**config.mk**
```make
export PLATFORM = sky130hd
export DESIGN_NAME = xfer_reg_fifo
export DESIGN_NICKNAME = d
export VERILOG_FILES = /design/src/rtl/xfer_reg_pkg.sv /design/src/rtl/xfer_reg_fifo_sync_fifo.sv /design/src/rtl/xfer_reg_fifo.sv
export SDC_FILE = /design/constraint.sdc
export NUM_CORES = 1
export LEC_CHECK = 0
export CORE_MARGIN = 4
export CORE_UTILIZATION = 54
export DETAILED_ROUTE_END_ITERATION = 8
export HOLD_SLACK_MARGIN = 0.1
export PLACE_DENSITY = 0.74
export SETUP_SLACK_MARGIN = 0.3
export SYNTH_ARGS = -nofsm -noshare
export SYNTH_HDL_FRONTEND = slang
export SYNTH_SLANG_ARGS = --single-unit
```
**constraint.sdc**
```tcl
create_clock -name clk -period 3.15 [get_ports clk]
set_input_delay 0.315 -clock clk [delete_from_list [all_inputs] [get_ports clk]]
set_output_delay 0.315 -clock clk [all_outputs]
set_load 0.02 [all_outputs]
```
**src/rtl/xfer_reg_pkg.sv**
```systemverilog
// Shared constants for the register-mapped transfer FIFO block:
// register addresses, STATUS/CTRL bit positions and the request decoder.
package xfer_reg_pkg;

   localparam int ADDR_DATA   = 0;
   localparam int ADDR_STATUS = 1;
   localparam int ADDR_CTRL   = 2;
   localparam int ADDR_OUT    = 3;

   localparam int ST_EMPTY   = 0;
   localparam int ST_FULL    = 1;
   localparam int ST_OVF     = 2;
   localparam int ST_UDF     = 3;
   localparam int ST_CNT_LSB = 4;

   localparam int CTRL_FLUSH = 0;
   localparam int CTRL_CLR   = 1;

   // Bit positions in the ADDR_CTRL read-back word.
   localparam int FLAG_UDF = 0;
   localparam int FLAG_OVF = 1;

   typedef enum logic [2:0] {
      OP_NONE,
      OP_PUSH,
      OP_XFER,
      OP_STATUS,
      OP_CTRL_WR,
      OP_CTRL_RD,
      OP_OUT_RD,
      OP_BAD
   } op_e;

   // Anything not listed (writes to STATUS/OUT, out-of-range
   // addresses) falls into OP_BAD.
   function automatic op_e decode_op(
      input logic        req,
      input logic        wr,
      input int unsigned a
   );
      op_e op;
      op = OP_BAD;
      if (!req) begin
         op = OP_NONE;
      end else begin
         unique case (1'b1)
            (a == ADDR_DATA)   &&  wr: op = OP_PUSH;
            (a == ADDR_DATA)   && !wr: op = OP_XFER;
            (a == ADDR_STATUS) && !wr: op = OP_STATUS;
            (a == ADDR_CTRL)   &&  wr: op = OP_CTRL_WR;
            (a == ADDR_CTRL)   && !wr: op = OP_CTRL_RD;
            (a == ADDR_OUT)    && !wr: op = OP_OUT_RD;
            default:                   op = OP_BAD;
         endcase
      end
      return op;
   endfunction

endpackage

```
**src/rtl/xfer_reg_fifo_sync_fifo.sv**
```systemverilog
// xfer_sync_fifo: DEPTH-entry synchronous staging FIFO with flush.
// Ports: clk, rst (sync, active-high), push, pop, flush, din,
//        dout_head (current head word), count, full, empty.
module xfer_sync_fifo #(
   parameter  int DATA_W = 8,
   parameter  int DEPTH  = 4,
   localparam int PTR_W  = $clog2(DEPTH),
   localparam int CNT_W  = $clog2(DEPTH) + 1
) (
   input  logic              clk,
   input  logic              rst,
   input  logic              push,
   input  logic              pop,
   input  logic              flush,
   input  logic [DATA_W-1:0] din,
   output logic [DATA_W-1:0] dout_head,
   output logic [CNT_W-1:0]  count,
   output logic              full,
   output logic              empty
);

   logic [DATA_W-1:0] mem [DEPTH];
   logic [PTR_W-1:0]  wptr;
   logic [PTR_W-1:0]  rptr;
   logic              do_push;
   logic              do_pop;

   assign full      = (count == CNT_W'(DEPTH));
   assign empty     = (count == '0);
   assign do_push   = push && !full;
   assign do_pop    = pop && !empty;
   assign dout_head = mem[rptr];

   // Pointers are power-of-two wide, so they wrap naturally.
   always_ff @(posedge clk) begin
      if (rst || flush) begin
         wptr  <= '0;
         rptr  <= '0;
         count <= '0;
      end else begin
         if (do_push) wptr <= wptr + PTR_W'(1);
         if (do_pop)  rptr <= rptr + PTR_W'(1);
         unique case ({do_push, do_pop})
            2'b10:   count <= count + CNT_W'(1);
            2'b01:   count <= count - CNT_W'(1);
            default: count <= count;
         endcase
      end
   end

   // Storage is not reset; stale words are unreachable once the
   // pointers and count are cleared.
   always_ff @(posedge clk) begin
      if (do_push && !flush && !rst) mem[wptr] <= din;
   end

endmodule

```
**src/rtl/xfer_reg_fifo.sv**
```systemverilog
// xfer_reg_fifo: register-mapped staging FIFO feeding a transfer register.
// Ports: clk, rst (sync, active-high), req/wr/addr/din request port,
//        rdata/ack/err response (ack one cycle after the op edge),
//        dout transfer register, full/empty FIFO status.
module xfer_reg_fifo
   import xfer_reg_pkg::*;
#(
   parameter  int DATA_W = 8,
   parameter  int DEPTH  = 4,
   parameter  int ADDR_W = 2,
   localparam int CNT_W  = $clog2(DEPTH) + 1
) (
   input  logic              clk,
   input  logic              rst,
   input  logic              req,
   input  logic              wr,
   input  logic [ADDR_W-1:0] addr,
   input  logic [DATA_W-1:0] din,
   output logic [DATA_W-1:0] rdata,
   output logic              ack,
   output logic              err,
   output logic [DATA_W-1:0] dout,
   output logic              full,
   output logic              empty
);

   op_e               op;
   logic              push;
   logic              pop;
   logic              flush;
   logic              clr;
   logic              set_ovf;
   logic              set_udf;
   logic              ovf;
   logic              udf;
   logic [DATA_W-1:0] head;
   logic [CNT_W-1:0]  count;
   logic [DATA_W-1:0] status;
   logic [DATA_W-1:0] rdata_d;
   logic              err_d;

   // First response stage, captured on the op edge.
   logic              s1_ack;
   logic              s1_err;
   logic [DATA_W-1:0] s1_rdata;

   xfer_sync_fifo #(
      .DATA_W (DATA_W),
      .DEPTH  (DEPTH)
   ) u_fifo (
      .clk       (clk),
      .rst       (rst),
      .push      (push),
      .pop       (pop),
      .flush     (flush),
      .din       (din),
      .dout_head (head),
      .count     (count),
      .full      (full),
      .empty     (empty)
   );

   // Snapshot of state before this cycle's update.
   always_comb begin
      status                     = '0;
      status[ST_EMPTY]           = empty;
      status[ST_FULL]            = full;
      status[ST_OVF]             = ovf;
      status[ST_UDF]             = udf;
      status[ST_CNT_LSB +: CNT_W] = count;
   end

   always_comb begin
      op      = decode_op(req, wr, 32'(addr));
      push    = 1'b0;
      pop     = 1'b0;
      flush   = 1'b0;
      clr     = 1'b0;
      set_ovf = 1'b0;
      set_udf = 1'b0;
      rdata_d = '0;
      err_d   = 1'b0;
      unique case (op)
         OP_PUSH: begin
            if (full) begin
               err_d   = 1'b1;
               set_ovf = 1'b1;
            end else begin
               push = 1'b1;
            end
         end
         OP_XFER: begin
            if (empty) begin
               err_d   = 1'b1;
               set_udf = 1'b1;
            end else begin
               pop     = 1'b1;
               rdata_d = head;
            end
         end
         OP_STATUS: rdata_d = status;
         OP_CTRL_WR: begin
            flush = din[CTRL_FLUSH];
            clr   = din[CTRL_CLR];
         end
         OP_CTRL_RD: begin
            rdata_d[FLAG_OVF] = ovf;
            rdata_d[FLAG_UDF] = udf;
         end
         OP_OUT_RD: rdata_d = dout;
         OP_BAD:    err_d   = 1'b1;
         default:   err_d   = 1'b0;
      endcase
   end

   always_ff @(posedge clk) begin
      if (rst) begin
         dout <= '0;
         ovf  <= 1'b0;
         udf  <= 1'b0;
      end else begin
         if (pop) dout <= head;
         if (clr) begin
            ovf <= 1'b0;
            udf <= 1'b0;
         end
         if (set_ovf) ovf <= 1'b1;
         if (set_udf) udf <= 1'b1;
      end
   end

   // Two-stage response pipe: ack lands the cycle after the op edge.
   always_ff @(posedge clk) begin
      if (rst) begin
         s1_ack   <= 1'b0;
         s1_err   <= 1'b0;
         s1_rdata <= '0;
         ack      <= 1'b0;
         err      <= 1'b0;
         rdata    <= '0;
      end else begin
         s1_ack   <= req;
         s1_err   <= err_d;
         s1_rdata <= rdata_d;
         ack      <= s1_ack;
         err      <= s1_err;
         rdata    <= s1_rdata;
      end
   end

endmodule

```
==> impl_metrics.csv, run 1 <==
group,metric,value,unit
run_status,run_status,"complete, no violations",
layout,multi_input_gate_area_in_the_final_layout,942,um^2
timing,slew-limit-headroom,63.3,%
clocking,htreeDepth,3,
clocking,cts.reportedPaths.clkPinSlew,80,ps
grt,track_usage,17.4,%
floorplan,num_rows,25,
layout,num-nets-final,270,
floorplan,fp.coreArea,4850,um^2
worst_setup_path,critical_path.max_fanout,7,
synth,count_of_different_cell_masters_after_synthesis,37,
worst_setup_path,worst-endpoint-required,3430,ps
placed_design,globalplace.congestion,0.801,
routing,detailroute.via_count,1759,
worst_setup_path,critical-path-max-stage-delay,540,ps
timing,timing.final.setup_violations,0,
worst_setup_path,critPathKind,"primary input to flip-flop",
routing,wl,4.97,mm
worst_setup_path,cell_chain_of_the_critical_path,"clkdlybuf4s50_1, or4b_4, nor2_1, ha_1, inv_1, fa_1, xor2_1, or3_1, a21oi_1",
floorplan,start_util,57.1,%
clocking,clock_insertion_delay_worst_skew,340,ps
grt,vias_in_the_first_global_route,1801,
clocking,postCtsHoldBufs,0,
job,drv.max_cap_violation_count,0,
worst_setup_path,worst_setup_path_end_kind,"flip-flop",
floorplan,dieHeight,79.6,um
timing,finalCriticalPeriod,2530,ps
layout,filler_cell_count,355,
placed_design,hpwl,3.49,mm
synth,yosys_register_bits,71,
timing,timing_worst_slew_pin_value,549,ps
clocking,clk_buf_depth,2,
routing,avg_vias_per_cell,5.46,
routing,route.detailed.wl_per_inst,15.4,um
synth,synth-warning-count,0,
grt,grt_pass1_wl,8.35,mm
clocking,cts_post_setup_buffers_inserted,0,
layout,drive_above_1_share,14.5,%
timing,fin_skew,6.37,ps
floorplan,die_footprint,6340,um^2
routing,detailedRoute.firstIterationViolations,106,
clocking,cts_tree,"built",
power,comb_power_share,4.5,%
timing,layout_worst_path_cycle_share,80.3,%
timing,drv_slew,0,
power,power_switching_share,23.7,%
routing,drc,0,
worst_setup_path,critPathLaunchType,"primary input",
power,net-switching-power,403,uW
synth,synth.avg_cell_area,13.2,um^2
layout,final-seq-area,1740,um^2
worst_setup_path,critical-path-slowest-cell,"sky130_fd_sc_hd__clkdlybuf4s50_1",
floorplan,die_x,79.6,um
floorplan,design.portCount,34,
timing,totalNegativeSetupSlack,0,ps
layout,antenna_cells_inserted,0,
synth,syn-cell-area,2770,um^2
power,flop_pwr_share,57.0,%
synth,synth_seq_area_share,62.9,%
timing,fin_hold_ws,434,ps
timing,finalHoldViolations,0,
power,leakage,1.13,nW
grt,grt_max_degree,30,
layout,layout.cells.most_common_list,"39 x sky130_fd_sc_hd__dfxtp_1, 33 x sky130_fd_sc_hd__clkdlybuf4s50_1, 32 x sky130_fd_sc_hd__edfxtp_1",
worst_setup_path,crit_path_arrival_time,2810,ps
placed_design,placement.io_buffers,33,
power,pwr_density_cell,506,nW/um^2
layout,area_growth_syn_to_layout,21.5,%
clocking,clk_root_buffer_cell,"sky130_fd_sc_hd__clkbuf_8",
synth,syn_nets,229,
clocking,post_cts_resize_count,0,
grt,grt_antenna_before_repair,0,
layout,final_common_cell,"sky130_fd_sc_hd__dfxtp_1",
power,power.internal,1.30,mW
timing,rsz_0062_raised_after_global_routing,"no",
routing,postRouteAntennaNets,0,
synth,synth_area_leader_cell,"sky130_fd_sc_hd__edfxtp_1",
power,p_clk_share,38.5,%
clocking,clock-sinks,71,
routing,drt_first_pass_iters,4,
synth,netlist_instances,209,
timing,fmax,395,MHz
clocking,tritoncts.num_buffers,9,
synth,synth_area_leaders,"sky130_fd_sc_hd__edfxtp_1 35%, sky130_fd_sc_hd__dfxtp_1 28%, sky130_fd_sc_hd__mux4_2 6.5%",
power,peakVddDrop,434,uV
grt,globalRoute.totalOverflow,0,
synth,yosys.area.top_type_share,34.7,%
worst_hold_path,timing.hold.worst.class,"flip-flop to flip-flop",
path summary, 6_finish.rpt:
kind | startpoint | end | slack, ps | depth (start not counted)
worst max-delay path | req | u_fifo.count[2] | 620 | 9
worst min-delay path | s1_rdata[2] | rdata[2] | 430 | 1
worst max register to register | u_fifo.count[0] | u_fifo.count[2] | 790 | 9
worst min register to register | s1_rdata[2] | rdata[2] | 430 | 1
registers in the layout (all words and copies together), names as in the netlist, named ones only:
register / count
ovf: 1
udf: 1
s1_ack: 1
dout: 8
ack: 1
err: 1
u_fifo.mem: 32
u_fifo.count: 3
rdata: 8
u_fifo.wptr: 2
s1_rdata: 8
u_fifo.rptr: 2
s1_err: 1
critical path: cells and delay by family:
kind / cells / cell delay, ps
buffers and inverters: 2 / 600
xor gates and xnor gates: 1 / 160
and+or+nand+nor: 3 / 1010
adders and majority gates: 2 / 580
AOI/OAI and AO/OA: 1 / 140
power by group through the flow:
stage                     Combinational (mW)  Clock, mW  Sequential, mW
after floorplan                       0.0394          0           0.991
after global placement                0.0754          0           0.991
after detailed placement              0.0765          0           0.991
after CTS                             0.0770      0.669           0.969
after global routing                  0.0837      0.709           0.970
final                                 0.0768      0.655           0.969
cell usage after synthesis:
| cell | n |
|---|---|
| sky130_fd_sc_hd__a21oi_1 | 14 |
| sky130_fd_sc_hd__a22oi_1 | 2 |
| sky130_fd_sc_hd__a31o_2 | 1 |
| sky130_fd_sc_hd__and2_1 | 4 |
| sky130_fd_sc_hd__and3b_1 | 1 |
| sky130_fd_sc_hd__buf_1 | 2 |
| sky130_fd_sc_hd__buf_2 | 2 |
| sky130_fd_sc_hd__buf_4 | 1 |
| sky130_fd_sc_hd__buf_6 | 1 |
| sky130_fd_sc_hd__clkbuf_1 | 4 |
| sky130_fd_sc_hd__clkinv_1 | 1 |
| sky130_fd_sc_hd__dfxtp_1 | 39 |
| sky130_fd_sc_hd__edfxtp_1 | 32 |
| sky130_fd_sc_hd__fa_1 | 1 |
| sky130_fd_sc_hd__ha_1 | 5 |
| sky130_fd_sc_hd__inv_1 | 8 |
| sky130_fd_sc_hd__mux2_2 | 2 |
| sky130_fd_sc_hd__mux2i_1 | 5 |
| sky130_fd_sc_hd__mux4_2 | 8 |
| sky130_fd_sc_hd__nand2_1 | 4 |
| sky130_fd_sc_hd__nand2b_1 | 7 |
| sky130_fd_sc_hd__nand3_1 | 5 |
| sky130_fd_sc_hd__nand3b_1 | 2 |
| sky130_fd_sc_hd__nand4b_1 | 8 |
| sky130_fd_sc_hd__nor2_1 | 5 |
| sky130_fd_sc_hd__nor2b_1 | 12 |
| sky130_fd_sc_hd__nor3_1 | 1 |
| sky130_fd_sc_hd__nor4b_2 | 1 |
| sky130_fd_sc_hd__nor4bb_1 | 1 |
| sky130_fd_sc_hd__o21ai_0 | 20 |
| sky130_fd_sc_hd__o31ai_1 | 2 |
| sky130_fd_sc_hd__or3_1 | 2 |
| sky130_fd_sc_hd__or3b_2 | 1 |
| sky130_fd_sc_hd__or4_1 | 1 |
| sky130_fd_sc_hd__or4b_4 | 1 |
| sky130_fd_sc_hd__or4bb_1 | 1 |
| sky130_fd_sc_hd__xor2_1 | 2 |
cell families after synthesis:
kind of cell	count (synthesis)	share of synthesized area, %
XOR/XNOR	2	0.633
adder cells (fa/ha/maj)	6	2.98
AND/OR/NAND/NOR	57	13.7
multiplexers	15	9.13
buffers and inverters	19	3.07
flip-flops	71	62.9
AO/OA/AOI/OAI	39	7.55
metal layers:
metal	wire, um	global-route usage, %
met1	2230	21.9
met2	2380	28.0
met3	242	3.95
met4	124	9.11
met5	0	0
stage by stage:
stage | std cells | util, % | power, mW | setup WS, ps | area [um^2]
after CTS | 322 | 69.4 | 1.71 | 627 | 3360
after global routing | 322 | 69.4 | 1.76 | 518 | 3360
final | 322 | 69.4 | 1.70 | 620 | 3360
after detailed placement | 306 | 65.7 | 1.07 | 268 | 3180
after global placement | 306 | 65.7 | 1.07 | 345 | 3180
after floorplan | 209 | - | 1.03 | 649 | 2770
cell type report:
cell class,instances,share of cell area (%)
Sequential cell,71,51.8
Multi-Input combinational cell,119,28.0
Timing Repair Buffer,40,11.4
Clock buffer,9,3.68
Tap cell,67,2.49
Clock inverter,7,1.67
Inverter,9,1.00
(Power assumes the default switching activity.)
==> run 2, diff against run 1 <==
CORE_UTILIZATION = 49   (was 54)
PLACE_DENSITY = 0.7   (was 0.74)
clock period = 2.25 ns   (was 3.15 ns; I/O delays follow)
==> run 2 against run 1 <==
  * Via count is 1.0% higher
  * Sequential power grew 40%
  * Sequential share of layout area shrank 3.2 points
  * Final cell count increased by 7.1%
  * Clock skew hardly changed
  * Non-clock buffer count increased by 18
  * Combinational power up 55%
  * Cell area is 6.9% higher
  * Critical path depth fell by 1
  * Critical path type is now flip-flop to flip-flop
  * Critical endpoint unchanged
  * Highest routed layer unchanged
==> impl_metrics.csv, run 2 (synthesized netlist as in run 1, its figures left out) <==
group,metric,value,unit
worst_setup_path,worst_setup_path_end_kind,"flip-flop",
worst_setup_path,critical_path.max_fanout,3,
routing,route.detailed.wl_per_inst,14.9,um
routing,avg_vias_per_cell,5.15,
layout,final_common_cell,"sky130_fd_sc_hd__dfxtp_1",
layout,drive_above_1_share,23.8,%
power,pwr_density_cell,676,nW/um^2
power,leakage,1.25,nW
layout,register_containing_the_most_flip_flops_in_the_final_layout,"u_fifo.mem",
worst_hold_path,timing.hold.worst.class,"flip-flop to flip-flop",
routing,wl,5.13,mm
routing,detailroute.via_count,1777,
timing,fin_skew,6.60,ps
layout,antenna_cells_inserted,0,
layout,layout.cells.most_common_list,"36 x sky130_fd_sc_hd__dfxtp_1, 32 x sky130_fd_sc_hd__edfxtp_1, 27 x sky130_fd_sc_hd__clkdlybuf4s50_1",
layout,filler_cell_count,422,
floorplan,fp.coreArea,5510,um^2
timing,slew-limit-headroom,64.3,%
placed_design,dp_slack,-297,ps
timing,timing_worst_slew_pin_value,535,ps
placed_design,post_dp_cell_area,3370,um^2
job,drv.max_cap_violation_count,0,
layout,final-seq-area,1750,um^2
layout,postLayoutCoreUtil,65.3,%
floorplan,design.portCount,34,
layout,area_growth_syn_to_layout,29.9,%
clocking,clk_root_buffer_cell,"sky130_fd_sc_hd__clkbuf_8",
clocking,cts.reportedPaths.clkPinSlew,70,ps
routing,detailedRoute.firstIterationViolations,100,
clocking,cts_tree,"built",
grt,globalRoute.totalOverflow,0,
timing,fmax,508,MHz
layout,finalInstanceArea,3600,um^2
placed_design,placement.io_buffers,33,
timing,drv_slew,0,
worst_setup_path,critical-path-slowest-cell,"sky130_fd_sc_hd__or3b_4",
worst_setup_path,cp_top_family,"simple AND/OR/NAND/NOR gates",
routing,drc,0,
worst_setup_path,critPathKind,"flip-flop to flip-flop",
layout,num-nets-final,288,
layout,largest_reg_flops,32,
power,totalPowerFinal,2.43,mW
run_status,run_status,"complete, no violations",
placed_design,globalplace.congestion,0.766,
grt,track_usage,16.1,%
floorplan,die_x,83.2,um
timing,layout_worst_path_cycle_share,87.5,%
timing,timing.final.setup_violations,0,
floorplan,die_footprint,6920,um^2
grt,grt_pass1_wl,8.59,mm
clocking,clk_buf_depth,2,
timing,finalCriticalPeriod,1970,ps
timing,postLayoutSetupSlackWorst,281,ps
floorplan,num_rows,27,
grt,vias_in_the_first_global_route,1702,
clocking,htreeDepth,3,
worst_setup_path,critPathBufInv,1,
clocking,tritoncts.num_buffers,9,
timing,rsz_0062_raised_after_global_routing,"yes",
worst_setup_path,critical-path-max-stage-delay,400,ps
timing,finalHoldViolations,0,
floorplan,start_util,50.3,%
worst_setup_path,cell_chain_of_the_critical_path,"or3b_4, nand2_2, ha_4, inv_2, fa_2, xor2_1, or3_1, a21oi_1",
grt,grt_antenna_before_repair,0,
floorplan,dieHeight,83.2,um
power,peakVddDrop,492,uV
layout,multi_input_gate_area_in_the_final_layout,977,um^2
placed_design,hpwl,3.63,mm
worst_setup_path,crit_path_arrival_time,2250,ps
routing,postRouteAntennaNets,0,
clocking,clock-sinks,71,
routing,drt_first_pass_iters,4,
grt,grt_max_degree,21,
worst_setup_path,worst-endpoint-required,2530,ps
worst_setup_path,critPathLaunchType,"flip-flop",
clocking,clock_insertion_delay_worst_skew,350,ps
==> run 2: repair_timing <==
item	in CTS	in global routing
hold buffers	0	0
pin swaps	4	4
endpoints found under the setup margin	12	3
buffers inserted	3	1
endpoints found under the hold margin	0	0
resized for setup	16	2
==> run 2: layout make-up <==
cell class	count	area share, %
Inverter	9	1.01
Clock buffer	10	3.55
Tap cell	72	2.51
Clock inverter	6	1.70
Timing Repair Buffer	58	15.5
Sequential cell	71	48.5
Multi-Input combinational cell	119	27.2
==> run 2: layer usage <==
layer	GRT usage (%)	part of all wire, %	up-vias
met5	0	0	-
met4	6.69	1.7	0
met3	6.05	6.1	10
met2	24.9	48	49
met1	20.4	44	835
li1	-	-	883
==> run 2: path summary, 6_finish.rpt <==
check / endpoint / slack, ps / from / cells after the start
setup / recovery: u_fifo.count[2] / 280 / u_fifo.count[2] / 8
hold / removal: err / 440 / s1_err / 1
setup reg to reg: u_fifo.count[2] / 280 / u_fifo.count[2] / 8
hold reg to reg: err / 440 / s1_err / 1
==> run 2: worst register-to-register path, stage by stage (launching register included) <==
cell,delay [ps]
sky130_fd_sc_hd__dfxtp_2,340
sky130_fd_sc_hd__or3b_4,400
sky130_fd_sc_hd__nand2_2,90
sky130_fd_sc_hd__ha_4,130
sky130_fd_sc_hd__inv_2,30
sky130_fd_sc_hd__fa_2,320
sky130_fd_sc_hd__xor2_1,150
sky130_fd_sc_hd__or3_1,310
sky130_fd_sc_hd__a21oi_1,130
==> run 2: per-stage QoR <==
step | setup TNS (ps) | hold WS [ps] | instances
finish | 0 | 438 | 345
global route | 0 | 455 | 345
CTS | 0 | 440 | 344
detailed placement | -1900 | 424 | 325
global placement | -1960 | 416 | 325
floorplan | 0 | 324 | 209
==> run 2: power breakdown <==
part / total [mW] / internal [mW] / leakage [nW] / switching [mW]
sequential: 1.36 / 1.35 / 0.604 / 0.00350
clock: 0.954 / 0.505 / 0.0859 / 0.449
combinational: 0.119 / 0.0588 / 0.557 / 0.0604
total: 2.43 / 1.92 / 1.25 / 0.513
==> run 3, diff against run 2 <==
CORE_ASPECT_RATIO = 0.75   (was not set)
==> run 3 against run 2 <==
  * Maximum frequency is 3.0% lower
  * Core utilization is 1.8 points higher
  * Setup slack worse by 62 ps
  * Die area is 0.18% higher
  * Flip-flop and latch count stayed put
  * Power is 4.3% higher
  * Critical path type unchanged
  * Largest power group unchanged
==> impl_metrics.csv, run 3 (synthesized netlist as in run 1, its figures left out) <==
group,metric,value,unit
layout,drive_above_1_share,23.8,%
placed_design,globalplace.congestion,0.797,
floorplan,design.portCount,34,
timing,layout_worst_path_cycle_share,90.2,%
worst_setup_path,worst_setup_path_end_kind,"flip-flop",
routing,detailedRoute.firstIterationViolations,81,
run_status,run_status,"complete, no violations",
timing,slew-limit-headroom,63.0,%
clocking,tritoncts.num_buffers,9,
worst_setup_path,critPathLaunchType,"flip-flop",
placed_design,hpwl,4.00,mm
floorplan,dieHeight,73.1,um
worst_setup_path,crit_path_arrival_time,2310,ps
layout,register_containing_the_most_flip_flops_in_the_final_layout,"u_fifo.mem",
timing,fin_hold_ws,436,ps
grt,globalRoute.totalOverflow,0,
worst_hold_path,timing.hold.worst.class,"flip-flop to flip-flop",
layout,num-nets-final,288,
routing,wl,5.58,mm
worst_hold_path,holdPathEnd,"rdata[5]",
job,drv.max_cap_violation_count,0,
timing,timing.final.setup_violations,0,
clocking,clock-sinks,71,
routing,route.detailed.wl_per_inst,16.0,um
worst_setup_path,critical_path.max_fanout,4,
timing,finalCriticalPeriod,2030,ps
layout,final_common_cell,"sky130_fd_sc_hd__dfxtp_1",
layout,layout.cells.most_common_list,"38 x sky130_fd_sc_hd__dfxtp_1, 32 x sky130_fd_sc_hd__edfxtp_1, 27 x sky130_fd_sc_hd__clkdlybuf4s50_1",
routing,drt_first_pass_iters,4,
clocking,clk_buf_depth,2,
worst_setup_path,worst-endpoint-required,2530,ps
placed_design,placement.io_buffers,33,
power,net-switching-power,527,uW
timing,drv_slew,0,
floorplan,die_footprint,6930,um^2
grt,globalRouteMet3Util,6.91,%
layout,filler_cell_count,419,
routing,drc,0,
floorplan,die_x,94.8,um
timing,fin_skew,9.16,ps
layout,finalInstanceArea,3630,um^2
floorplan,num_rows,23,
clocking,postCtsHoldBufs,0,
placed_design,post_dp_cell_area,3400,um^2
layout,antenna_cells_inserted,0,
clocking,cts_tree,"built",
timing,rsz_0062_raised_after_global_routing,"yes",
layout,largest_reg_flops,32,
power,p_clk_share,41.6,%
grt,grt_pass1_wl,9.25,mm
grt,track_usage,18.3,%
clocking,clk_root_buffer_cell,"sky130_fd_sc_hd__clkbuf_8",
worst_hold_path,worstHoldPathCells,1,
worst_setup_path,timing.reg2reg.setup_slack,220,ps
power,power.internal,2.01,mW
timing,timing_worst_slew_pin_value,554,ps
floorplan,fp.coreArea,5410,um^2
power,comb_power_share,4.8,%
grt,groute.layer.met1.usage,24.8,%
worst_setup_path,rr_worst_depth,10,
grt,grt_antenna_before_repair,0,
timing,totalNegativeSetupSlack,0,ps
clocking,cts.reportedPaths.clkPinSlew,80,ps
worst_setup_path,r2r_end,"u_fifo.count[2]",
power,totalPowerFinal,2.54,mW
grt,gr-usage-met2,27.7,%
power,leakage,1.28,nW
grt,top_usage_layer,"met2",
grt,vias_in_the_first_global_route,1821,
power,flop_pwr_share,53.5,%
clocking,htreeDepth,3,
routing,postRouteAntennaNets,0,
power,peakVddDrop,382,uV
routing,detailroute.via_count,1830,
floorplan,start_util,51.2,%
timing,fmax,493,MHz
timing,finalHoldViolations,0,
layout,area_growth_syn_to_layout,31.1,%
clocking,clock_insertion_delay_worst_skew,340,ps
worst_setup_path,critPathKind,"flip-flop to flip-flop",
worst_hold_path,worstHoldStart,"s1_rdata[5]",
routing,avg_vias_per_cell,5.26,
worst_setup_path,regToRegStartpoint,"u_fifo.count[2]",
power,pwr_density_cell,698,nW/um^2
power,power_switching_share,20.8,%
grt,grt_max_degree,30,
run 3: cell types whose count changed in the layout (fill, tap and decap cells not counted), sizes merged:
| cell | change |
|---|---|
| buf | -1 |
| bufinv | -1 |
| clkbuf | +4 |
| clkdlybuf4s15 | -1 |
| clkinv | +1 |
| clkinvlp | -3 |
| dlygate4sd2 | +1 |
run 3: stage by stage:
step | util, % | instances | worst slack [ps]
after floorplan | - | 209 | 47.5
after global placement | 62.8 | 331 | -234
after detailed placement | 62.8 | 331 | -291
after CTS | 67.1 | 348 | 214
after global routing | 67.1 | 348 | 185
final | 67.1 | 348 | 220
run 3: power by group through the flow:
stage          registers [mW]  clock network (mW)  logic (mW)
2_1_floorplan            1.39                   0      0.0577
3_3_place_gp             1.39                   0       0.121
3_5_place_dp             1.39                   0       0.123
4_1_cts                  1.36                1.08       0.122
5_1_grt                  1.36                1.15       0.133
6_report                 1.36                1.06       0.122
run 3: how the worst max path moves through the flow:
stage,from,to,slack (ps),cells past startpoint
detailed placement,wr,u_fifo.count[2],-290,9
global placement,req,u_fifo.count[2],-230,9
CTS,u_fifo.count[2],u_fifo.count[2],210,10
floorplan,wr,u_fifo.count[2],50,9
finish,u_fifo.count[2],u_fifo.count[2],220,10
global route,u_fifo.count[2],u_fifo.count[2],180,10
run 3: final cells by class:
class / count / area [um^2] / share of cell area (%)
timing repair buffer: 58 / 557 / 15.3
clock inverter: 3 / 18.8 / 0.517
clock buffer: 13 / 201 / 5.55
tap: 75 / 93.8 / 2.59
inverter: 9 / 38.8 / 1.07
multi-input combinational: 119 / 977 / 26.9
sequential: 71 / 1740 / 48.0
run 3: worst max-delay path: stages (launching register included):
cell	delay (ps)
sky130_fd_sc_hd__dfxtp_2	320
sky130_fd_sc_hd__buf_4	140
sky130_fd_sc_hd__or3_4	400
sky130_fd_sc_hd__clkinv_4	70
sky130_fd_sc_hd__nor2_4	40
sky130_fd_sc_hd__ha_4	150
sky130_fd_sc_hd__buf_4	120
sky130_fd_sc_hd__buf_4	130
sky130_fd_sc_hd__xor2_1	160
sky130_fd_sc_hd__or3_1	310
sky130_fd_sc_hd__a21oi_1	120
run 3: timing repair:
| action | 4_1_cts | 5_1_grt |
|---|---|---|
| resized for setup | 10 | 4 |
| setup endpoints to repair | 36 | 3 |
| buffers inserted | 1 | 0 |
| pin swaps | 5 | 1 |
run 3: layer usage:
| layer | vias up | wire (um) |
|---|---|---|
| li1 | 884 | - |
| met1 | 901 | 2620 |
| met2 | 38 | 2650 |
| met3 | 7 | 250 |
| met4 | 0 | 63 |
| met5 | - | 0 |
